File: config.mk
export PLATFORM = sky130hd
export DESIGN_NAME = gumnut_bus_arbiter
export DESIGN_NICKNAME = d
export VERILOG_FILES = /design/src/rtl/gumnut_bus_arbiter.sv
export SDC_FILE = /design/constraint.sdc
export NUM_CORES = 1
export LEC_CHECK = 0
export BUFFER_PORTS_ARGS = -buffer_cell sky130_fd_sc_hd__buf_2
export CORE_ASPECT_RATIO = 1.1
export CORE_MARGIN = 5
export CORE_UTILIZATION = 27
export CTS_CLUSTER_DIAMETER = 150
export DETAILED_ROUTE_END_ITERATION = 8
export GPL_TIMING_DRIVEN = 0
export HOLD_SLACK_MARGIN = 0.08
export PLACE_DENSITY = 0.87
export SYNTH_ARGS = -nofsm -noshare
export SYNTH_HDL_FRONTEND = slang
export SYNTH_SLANG_ARGS = --single-unit
File: constraint.sdc
create_clock -name clk -period 3.3 [get_ports clk]
set_clock_uncertainty 0.15 [all_clocks]
set_input_delay 0.66 -clock clk [delete_from_list [all_inputs] [get_ports clk]]
set_output_delay 0.66 -clock clk [all_outputs]
set_load 0.1 [all_outputs]
File: src/rtl/gumnut_bus_arbiter.sv
// Round-robin arbiter sharing one memory port between Gumnut fetch (m0)
// and data (m1) masters. The grant is locked for the length of a master's cyc.
//
// Ports: clk and rst (synchronous, active high).
//   m0_*  : fetch master. It is read-only.
//   m1_*  : data master.
//   s_*   : shared slave port.
//   grant_o : one-hot current grant (bit0 = m0, bit1 = m1).
// Optional feature: define ARB_TIMEOUT_EN to abort transfers that are never
// acked after TIMEOUT strobe cycles. Without it, the err outputs stay 0.
module gumnut_bus_arbiter #(
  parameter int ADDR_W  = 12,
  parameter int DATA_W  = 18,
  parameter int TIMEOUT = 15
) (
  input  logic              clk,
  input  logic              rst,
  input  logic              m0_cyc_i,
  input  logic              m0_stb_i,
  input  logic [ADDR_W-1:0] m0_adr_i,
  output logic [DATA_W-1:0] m0_dat_o,
  output logic              m0_ack_o,
  output logic              m0_err_o,
  input  logic              m1_cyc_i,
  input  logic              m1_stb_i,
  input  logic              m1_we_i,
  input  logic [ADDR_W-1:0] m1_adr_i,
  input  logic [DATA_W-1:0] m1_dat_i,
  output logic [DATA_W-1:0] m1_dat_o,
  output logic              m1_ack_o,
  output logic              m1_err_o,
  output logic              s_cyc_o,
  output logic              s_stb_o,
  output logic              s_we_o,
  output logic [ADDR_W-1:0] s_adr_o,
  output logic [DATA_W-1:0] s_dat_o,
  input  logic [DATA_W-1:0] s_dat_i,
  input  logic              s_ack_i,
  output logic [1:0]        grant_o
);

  typedef enum logic [1:0] {
    IDLE = 2'd0,
    GNT0 = 2'd1,
    GNT1 = 2'd2
  } state_t;

  state_t     state_q;
  logic       last_q;   // 0 = m0, 1 = m1 was granted most recently
  logic [1:0] grant_q;
  logic       g0, g1;
  logic       to_w;     // watchdog abort in this cycle

  assign g0 = (state_q == GNT0);
  assign g1 = (state_q == GNT1);

`ifdef ARB_TIMEOUT_EN
  logic [7:0] cnt_q;
  logic       leave_w;

  assign to_w    = (g0 | g1) && (cnt_q == 8'(TIMEOUT));
  assign leave_w = (g0 & ~m0_cyc_i) | (g1 & ~m1_cyc_i);

  always_ff @(posedge clk) begin
    if (rst) begin
      cnt_q <= 8'd0;
    end else if (!(g0 | g1) || s_ack_i || to_w || leave_w) begin
      cnt_q <= 8'd0;
    end else if (s_stb_o) begin
      cnt_q <= cnt_q + 8'd1;
    end
  end
`else
  assign to_w = 1'b0;
`endif

  // On a tie, the master that was not granted last wins.
  // After a timeout, last already names the aborted master,
  // so a waiting peer wins the next tie.
  always_ff @(posedge clk) begin
    if (rst) begin
      state_q <= IDLE;
      last_q  <= 1'b1;
      grant_q <= 2'b00;
    end else begin
      case (state_q)
        IDLE: begin
          if (m0_cyc_i && (!m1_cyc_i || last_q)) begin
            state_q <= GNT0;
            last_q  <= 1'b0;
            grant_q <= 2'b01;
          end else if (m1_cyc_i) begin
            state_q <= GNT1;
            last_q  <= 1'b1;
            grant_q <= 2'b10;
          end
        end
        GNT0: begin
          if (!m0_cyc_i || to_w) begin
            state_q <= IDLE;
            grant_q <= 2'b00;
          end
        end
        GNT1: begin
          if (!m1_cyc_i || to_w) begin
            state_q <= IDLE;
            grant_q <= 2'b00;
          end
        end
        default: begin
          state_q <= IDLE;
          grant_q <= 2'b00;
        end
      endcase
    end
  end

  always_comb begin
    s_cyc_o = 1'b0;
    s_stb_o = 1'b0;
    s_we_o  = 1'b0;
    s_adr_o = '0;
    s_dat_o = '0;
    if (g0 && !to_w) begin
      s_cyc_o = m0_cyc_i;
      s_stb_o = m0_stb_i;
      s_adr_o = m0_adr_i;
    end else if (g1 && !to_w) begin
      s_cyc_o = m1_cyc_i;
      s_stb_o = m1_stb_i;
      s_we_o  = m1_we_i;
      s_adr_o = m1_adr_i;
      s_dat_o = m1_dat_i;
    end
  end

  assign m0_dat_o = s_dat_i;
  assign m1_dat_o = s_dat_i;
  assign m0_ack_o = s_ack_i & g0 & ~to_w;
  assign m1_ack_o = s_ack_i & g1 & ~to_w;
  assign m0_err_o = to_w & g0;
  assign m1_err_o = to_w & g1;
  assign grant_o  = grant_q;

endmodule

# After elaboration in Yosys (flattened, before gate mapping)
# Cells that the tools add are included.
# totals
ff_bits,3
inputBits,68
out_inout_bits,75
word_cells,33
# classes
n_eq_ne,5
muxes,17
bitwise,2
reduce_logical,7
# op_table
cell,count
2-to-1 mux 18 bit,2
2-to-1 mux 12 bit,2
2-to-1 mux 1 bit,8
2-to-1 mux 2 bit,4
case mux 2 bit (3 select lines),1
inequality test 2 bit (second input constant),2
inequality test 3 bit (second input constant),1
AND reduction 3 bit,1
bitwise AND 1 bit,2
== test 2 x 1 -> 1 bit (second input constant),1
== test 2 bit (second input constant),1
zero test 2 bit,1
AND reduction 2 bit,1
nonzero test 2 bit,1
logical AND 1 bit,1
zero test 1 bit,1
logical OR 1 bit,1

# Longest topological paths before layout
# Gate-level depths: netlist of the first run.
# depth
word_depth,5
depth_mapped,4
depth_no_buf,2

# Worst setup path before layout of the first run
# OpenSTA, ideal clock, no wires.
# synth_timing
path_type,reg-to-output
from,"reg, netlist name grant_o[1]"
to,out m1_ack_o
t_arrival_ns,2.276
t_required_ns,2.490
path_slack_ns,0.214
path_stages_with_launch,5
path_buffers,2
cell_sequence,dfxtp_1 -> nor2b_1 -> buf_2 -> buf_2 -> and2_1
# synth_lines
item,line,source
"end, declared",30,"output logic m1_ack_o,"

==> results of run 1 <==
## layout make-up
type                       instances  share of cell area [%]
clock buffer                       4                   1.895
buffer                            43                   22.83
inverter                           2                  0.5415
tap                               31                   2.798
sequential                         3                   4.332
timing repair buffer             122                   44.04
multi-input combinational         45                   23.56
## worst max-delay path: cells and delay by family (launching register included)
| kind | cells | cell delay (ns) |
|---|---|---|
| AOI/OAI and AO/OA | 1 | 0.17 |
| buffers and inverters | 2 | 0.65 |
| DFF | 1 | 0.44 |
| and+or+nand+nor | 1 | 0.24 |
## synthesized netlist by cell type
cell type / number
a2111oi_0: 1
a211o_1: 1
a22o_1: 14
and2_1: 21
and2b_1: 1
buf_2: 4
buf_4: 38
buf_6: 1
conb_1: 1
dfxtp_1: 3
inv_1: 2
nor2b_1: 2
nor4b_1: 1
o311a_1: 1
or3b_1: 1
## kinds of logic after synthesis
group | synth area share [%]
compound gates | 21.24
buf+inv | 45.84
flops | 8.496
other cells | 0.5305
simple gates | 23.89
## power groups by stage
stage	registers [W]	clock network, W	logic [W]
after floorplan	0.0000538	0	0.000407
after global placement	0.0000433	0	0.000490
after detailed placement	0.0000435	0	0.000492
after CTS	0.0000429	0.0000698	0.000493
after global routing	0.0000436	0.0000698	0.000506
final	0.0000430	0.0000668	0.000491
## cells in the final DEF (no fill, tap or decap), types with 2 or more instances in the layout
cell / netlist / final
buf_2: 4 / 126
and2_1: 21 / 21
nor2b_1: 2 / 2
conb_1: 1 / 2
a22o_1: 14 / 14
inv_1: 2 / 2
dfxtp_1: 3 / 3
clkbuf_4: 0 / 3
buf_4: 38 / 38
## worst min-delay path by stage
| stage | end | from |
|---|---|---|
| CTS | grant_o[1] | last_q |
| global route | last_q | last_q |
| detailed placement | last_q | last_q |
| finish | grant_o[1] | last_q |
| floorplan | grant_o[1] | last_q |
| global placement | grant_o[1] | last_q |
## stage by stage
step	area (sq um)	power, W
floorplan	710.7	0.0004608
global placement	1360	0.0005337
detailed placement	1360	0.0005359
CTS	1386	0.0006053
global route	1386	0.0006195
finish	1386	0.0006004
## per-layer routing
metal  up-vias  GRT usage (%)  share of wire, %  wire length, microns
met5         -              0                 0                     0
met4         0          5.666               1.7                    54
met3         6          5.102                15                   466
met2        75          29.28                54                  1684
met1       398          13.25                29                   902
li1        520              -                 -                     -
## state kept, by name, indices dropped and copies added, names as in the netlist
signal	count
grant_o	2
last_q	1
==> reports/qor.yml, run 1 <==
status: "finished clean"
pwr-share-comb_pct: 81.7
multi_input_area_sq_um: 326.6
synth.area.top_cells: "buf_4 40%, and2_1 19%, a22o_1 17%, dfxtp_1 8.5%, buf_2 2.8%"
wire_per_inst_microns: 12.43
synthToLayoutAreaGrowth_pct: 96.11
wirelength_microns: 3108
setup_ws_ns: 0.7431
yosysSeqAreaShare_pct: 8.496
insertion_delay_ns: 0.24
grt_max_degree: 11
die_w_microns: 58.79
grt_overflow: 0
die_area_sq_um: 3743
cts_sinks: 3
place_ws_ns: 0.9838
regArea_sq_um: 60.06
crit_end: "s_adr_o[6]"
nFillCells: 243
ir_drop_uv: 295.7
setup_viol: 0
maxCapViolCount: 0
whs_ns: 0.3674
intPower_w: 0.0001825
path_cells: "and2b_1, buf_2, a22o_1, buf_2"
r2r_cells: 2
core_sq_um: 2496
stdcell_count: 250
cts_tree: "built"
gp_congestion: 0.7925
synth-seq-cells: 3
p_sw_share_pct: 69.60
cp_slowest_stage_delay_ns: 0.44
relSlewSlack_pct: 66.13
powerDensity_nw_per_um2: 433.1
worstSetupPathType: "flip-flop to primary output"
crit_top_cell: "buf_2"
netlist_area_sq_um: 706.9
path_clk_slew_ns: 0.04
yosysTopAreaCell: "buf_4"
clk_path_buf_depth: 2
min_period_ns: 2.557
placed_cells: 246
ff2ff_setup_slack_ns: 2.00
final_hold_viol_count: 0
start_kind: "flip-flop"
antenna_found_initial: 0
rr_startpoint: "grant_o[0]"
dp_hpwl_microns: 2847
grt_use_total_pct: 14.92
via_per_inst: 3.996
power_switching_w: 0.0004179
cpMaxStageDelayCell: "dfxtp_1"
hold_path.class: "flip-flop to flip-flop"
r2r_end: "last_q"
seqPwrFrac_pct: 7.2
yosysTopAreaCellShare_pct: 40.35
cts_buffers: 3
final_util_pct: 55.54
htreeDepth: 1
cts_setup_buffers: 0
clockPowerShare_pct: 11.1
drtIter0Drc: 23
rows: 19
ctsHoldBuffers: 0
holdPathStages: 1
cts-root-buf: "clkbuf_4"
critical_path_required_ns: 2.49
layout-drive-gt1-share_pct: 76.71
crit_path_end_kind: "primary output"
nNetsFinal: 288
synth.distinct_cells: 15
rsz0062_at_grt: "false"
fmax_mhz: 391.1
drt.antenna.violating_nets: 0
grt_pass1_vias: 1001
arrival_ns: 1.75
syn_inst: 92
io_pins: 143
ctsResizeCount: 0
final_max_slew_viol_count: 0
portBuffers: 122
grt_pass1_wl_microns: 4498
route.detailed.drc: 0
drtPass1Iterations: 4
min_period_over_period_pct: 77.48
synth_warnings: 0
tightest_slew_ns: 0.5116
die_h_microns: 63.67
diodes: 0
vias: 999
worstSetupStartpoint: "grant_o[0]"
avgSynthCellArea_sq_um: 7.684
power.leakage_nw: 0.9351
path_max_fanout: 10
fin_setup_tns_ns: 0
start_util_pct: 28.32
No activity file was read; power rests on OpenSTA's default activity.
==> inputs of run 2 (changes only) <==
Settings changed: CORE_UTILIZATION 27 to 22, PLACE_DENSITY 0.87 to 0.76.
Clock period 3.3 ns to 2.3 ns, I/O delays scaled along.
==> reports/qor.yml, run 2 (same netlist as run 1, synthesis figures left out) <==
core_sq_um: 3074
powerDensity_nw_per_um2: 582.6
rsz0062_at_grt: "false"
start_kind: "flip-flop"
setup_viol: 0
pwr-share-comb_pct: 82.2
clk_path_buf_depth: 2
rows: 21
r2r_end: "last_q"
largest_register_ffs: 2
gp_congestion: 0.7148
grt_pass1_vias: 1127
diodes: 0
grt_use_total_pct: 13.72
min_period_over_period_pct: 95.37
vias: 1073
start_util_pct: 23.00
whs_ns: 0.2719
drtIter0Drc: 11
grt_max_degree: 11
r2r_cells: 2
layout-drive-gt1-share_pct: 93.61
insertion_delay_ns: 0.23
path_clk_slew_ns: 0.04
final_hold_viol_count: 0
die_area_sq_um: 4449
die_h_microns: 69.46
htreeDepth: 1
route.detailed.drc: 0
dp_hpwl_microns: 2909
grt_overflow: 0
drt.antenna.violating_nets: 0
fin_setup_tns_ns: 0
status: "finished clean"
holdPathStages: 2
hold_path.class: "input pin to flip-flop"
final_max_slew_viol_count: 0
wirelength_microns: 3252
min_from: "rst"
path_max_fanout: 10
wire_per_inst_microns: 12.85
min_period_ns: 2.193
layout_commonest_cell: "buf_2"
synthToLayoutAreaGrowth_pct: 114.2
final_cell_mix: "95 x buf_2, 41 x buf_4, 31 x clkbuf_4, 21 x and2_2, 14 x a22o_2"
arrival_ns: 1.58
drtPass1Iterations: 4
clockPowerShare_pct: 10.8
cts_tree: "built"
cts_buffers: 3
p_sw_share_pct: 68.17
critical_path_required_ns: 1.69
cts_sinks: 3
min_to: "grant_o[1]"
final_util_pct: 49.25
power_switching_w: 0.0006013
fmax_mhz: 455.9
portBuffers: 122
cts-root-buf: "clkbuf_4"
worstSetupPathType: "flip-flop to primary output"
antenna_found_initial: 0
die_w_microns: 64.05
ir_drop_uv: 431.3
relSlewSlack_pct: 65.73
intPower_w: 0.0002808
crit_path_end_kind: "primary output"
grt_pass1_wl_microns: 5154
seqPwrFrac_pct: 7.0
via_per_inst: 4.241
power.leakage_nw: 0.9456
io_pins: 143
nNetsFinal: 288
maxCapViolCount: 0
rr_startpoint: "grant_o[0]"
tightest_slew_ns: 0.5176
ff2ff_setup_slack_ns: 1.04
[run 2: cell count changes in the layout (fill, tap and decap cells not counted)]
cell / previous run / this run
buf_2: 126 / 95
buf_4: 38 / 41
dfxtp_1: 3 / 1
dfxtp_2: 0 / 2
and2_2: 0 / 21
clkbuf_4: 3 / 31
a22o_1: 14 / 0
and2_1: 21 / 0
a22o_2: 0 / 14
[run 2: worst max path at each step]
stage                        to        from  cells after the start
floorplan              m1_ack_o  grant_o[1]                      4
global placement     s_adr_o[9]  grant_o[0]                      4
detailed placement   s_adr_o[9]  grant_o[0]                      4
CTS                  s_adr_o[3]  grant_o[1]                      4
global route        s_adr_o[10]  grant_o[0]                      4
finish              s_adr_o[10]  grant_o[0]                      4
[run 2: worst max-delay path: stages, from the launching register on]
cell	delay, ns
dfxtp_2	0.38
and2b_1	0.25
buf_2	0.24
a22o_2	0.16
clkbuf_4	0.32
[run 2: timing repair]
item | 4_1_cts | 5_1_grt
gates resized for setup | 3 | 28
hold buffers | 0 | 0
setup buffers | 0 | 0
setup endpoints to repair | 3 | 28
[run 2: area by class of cell]
type                       instances  area [sq um]
sequential                         3         62.56
clock buffer                       4         26.28
inverter                           2         7.507
multi-input combinational         45         370.4
fill                             318          1560
buffer                            43         316.6
timing repair buffer             122         688.2
tap                               34         42.54
[run 2: power groups by stage]
stage          Combinational (W)  Sequential [W]  Clock [W]
2_1_floorplan           0.000592       0.0000778          0
3_3_place_gp            0.000712       0.0000627          0
3_5_place_dp            0.000714       0.0000628          0
4_1_cts                 0.000717       0.0000620  0.0000984
5_1_grt                 0.000750       0.0000632   0.000105
6_report                0.000725       0.0000621  0.0000951
[run 2: through the flow]
step           setup slack (ns)  power [W]  cells  area (sq um)
2_1_floorplan           0.04779  0.0006699     93         757.0
3_3_place_gp             0.2301  0.0007742    249          1410
3_5_place_dp             0.2258  0.0007772    249          1410
4_1_cts                0.001848  0.0008777    253          1444
5_1_grt              0.00005662  0.0009180    253          1514
6_report                 0.1065  0.0008821    253          1514
[run 2: per-layer routing]
layer	wire (microns)	track usage (%)
met3	625	8.590
met5	0	0
met2	1641	24.80
met4	6	0.6928
met1	978	13.71
==> inputs of run 3 (changes only) <==
Settings changed: CELL_PAD_IN_SITES_DETAIL_PLACEMENT from default to 1, CELL_PAD_IN_SITES_GLOBAL_PLACEMENT from default to 2, CORE_UTILIZATION 22 to 10, PLACE_DENSITY 0.76 to 0.9.
==> reports/qor.yml, run 3 (same netlist as run 1, synthesis figures left out) <==
min_period_ns: 2.211
setup_ws_ns: 0.08926
die_w_microns: 90.17
ctsResizeCount: 30
clockPowerShare_pct: 16.0
ir_drop_uv: 292.8
clk_path_buf_depth: 2
powerDensity_nw_per_um2: 589.7
layout_commonest_cell: "buf_2"
io_pins: 143
path_cells: "and2b_1, clkbuf_4, a22o_2, buf_4"
placed_cell_area_sq_um: 1474
htreeDepth: 1
final_util_pct: 22.95
grt_use_total_pct: 7.069
setup_viol: 0
maxCapViolCount: 0
grt_pass1_wl_microns: 5382
path_max_fanout: 10
arrival_ns: 1.60
worstSetupPathType: "flip-flop to primary output"
largest_register_ffs: 2
ctsHoldBuffers: 0
route.detailed.drc: 0
p_sw_share_pct: 64.28
gp_congestion: 0.6779
cts-root-buf: "clkbuf_8"
grt_pass1_vias: 1181
fin_setup_tns_ns: 0
status: "finished clean"
drtPass1Iterations: 2
drtIter0Drc: 10
synthToLayoutAreaGrowth_pct: 126.2
hold_path.class: "input pin to flip-flop"
vias: 1087
die_area_sq_um: 8853
nNetsFinal: 288
power.leakage_nw: 0.9673
portBuffers: 122
start_util_pct: 10.15
final_hold_viol_count: 0
crit_path_end_kind: "primary output"
power_switching_w: 0.0006061
cts_buffers: 3
wirelength_microns: 3533
wire_per_inst_microns: 11.62
nFillCells: 882
via_per_inst: 3.576
critical_path_required_ns: 1.69
cts_setup_buffers: 0
insertion_delay_ns: 0.21
final_max_slew_viol_count: 0
seqPwrFrac_pct: 6.6
pwr-share-comb_pct: 77.4
diodes: 0
intPower_w: 0.0003368
place_ws_ns: 0.1203
grt_overflow: 0
grt_max_degree: 11
rsz0062_at_grt: "false"
cts_tree: "built"
design_area_sq_um: 1599
min_period_over_period_pct: 96.12
antenna_found_initial: 0
path_clk_slew_ns: 0.03
cp_slowest_stage_delay_ns: 0.35
fmax_mhz: 452.3
drt.antenna.violating_nets: 0
cpMaxStageDelayCell: "and2b_1"
cts_sinks: 3
rows: 32
dp_hpwl_microns: 3164
start_kind: "flip-flop"
final_cell_mix: "94 x buf_2, 68 x buf_4, 21 x and2_2, 14 x a22o_2, 3 x clkbuf_8"
layout-drive-gt1-share_pct: 93.61
die_h_microns: 98.19
core_sq_um: 6967
-- run 3: changes by cell type in the layout (fill, tap and decap cells not counted), sizes merged --
cell,change
buf,+26
clkbuf,-26
-- run 3: area by class of cell --
cell class,instances,area [sq um],area share (%)
flip-flops and latches,3,62.56,3.912
plain buffers,43,319.1,19.95
well taps,85,106.4,6.651
inverters,2,7.507,0.4695
repair buffers,122,688.2,43.04
multi-input cells,45,370.4,23.16
clock buffers,4,45.04,2.817
-- run 3: critical path, delay by kind of cell, from the launching register on --
| kind | cells | cell delay, ns |
|---|---|---|
| simple gates | 1 | 0.35 |
| compound gates | 1 | 0.16 |
| buf+inv | 2 | 0.54 |
| flops | 1 | 0.33 |
-- run 3: power by group through the flow --
stage | Sequential, W | Combinational [W] | Clock, W
2_1_floorplan | 0.0000778 | 0.000592 | 0
3_3_place_gp | 0.0000626 | 0.000712 | 0
3_5_place_dp | 0.0000632 | 0.000718 | 0
4_1_cts | 0.0000626 | 0.000734 | 0.000155
5_1_grt | 0.0000635 | 0.000752 | 0.000164
6_report | 0.0000622 | 0.000730 | 0.000151
-- run 3: worst paths after layout --
kind,from,end,slack (ns),cells past startpoint
hold reg to reg,grant_o[0],grant_o[1],0.36,1
setup / recovery,grant_o[1],s_adr_o[6],0.09,4
setup reg to reg,grant_o[0],last_q,1.04,2
hold / removal,rst,last_q,0.31,2
-- run 3: per-layer routing --
metal	vias to the layer above	track usage (%)	share of wire, %
li1	520	-	-
met1	488	6.919	33
met2	75	13.96	55
met3	4	2.696	11
met4	0	1.375	0.71
met5	-	0	0
-- run 3: through the flow --
stage	hold WS, ns	total power [W]	cells
after detailed placement	0.3660	0.0007809	300
after global placement	0.3365	0.0007741	300
final	0.3148	0.0009429	304
after CTS	0.3156	0.0009520	304
after floorplan	0.3179	0.0006699	93
after global routing	0.3302	0.0009791	304
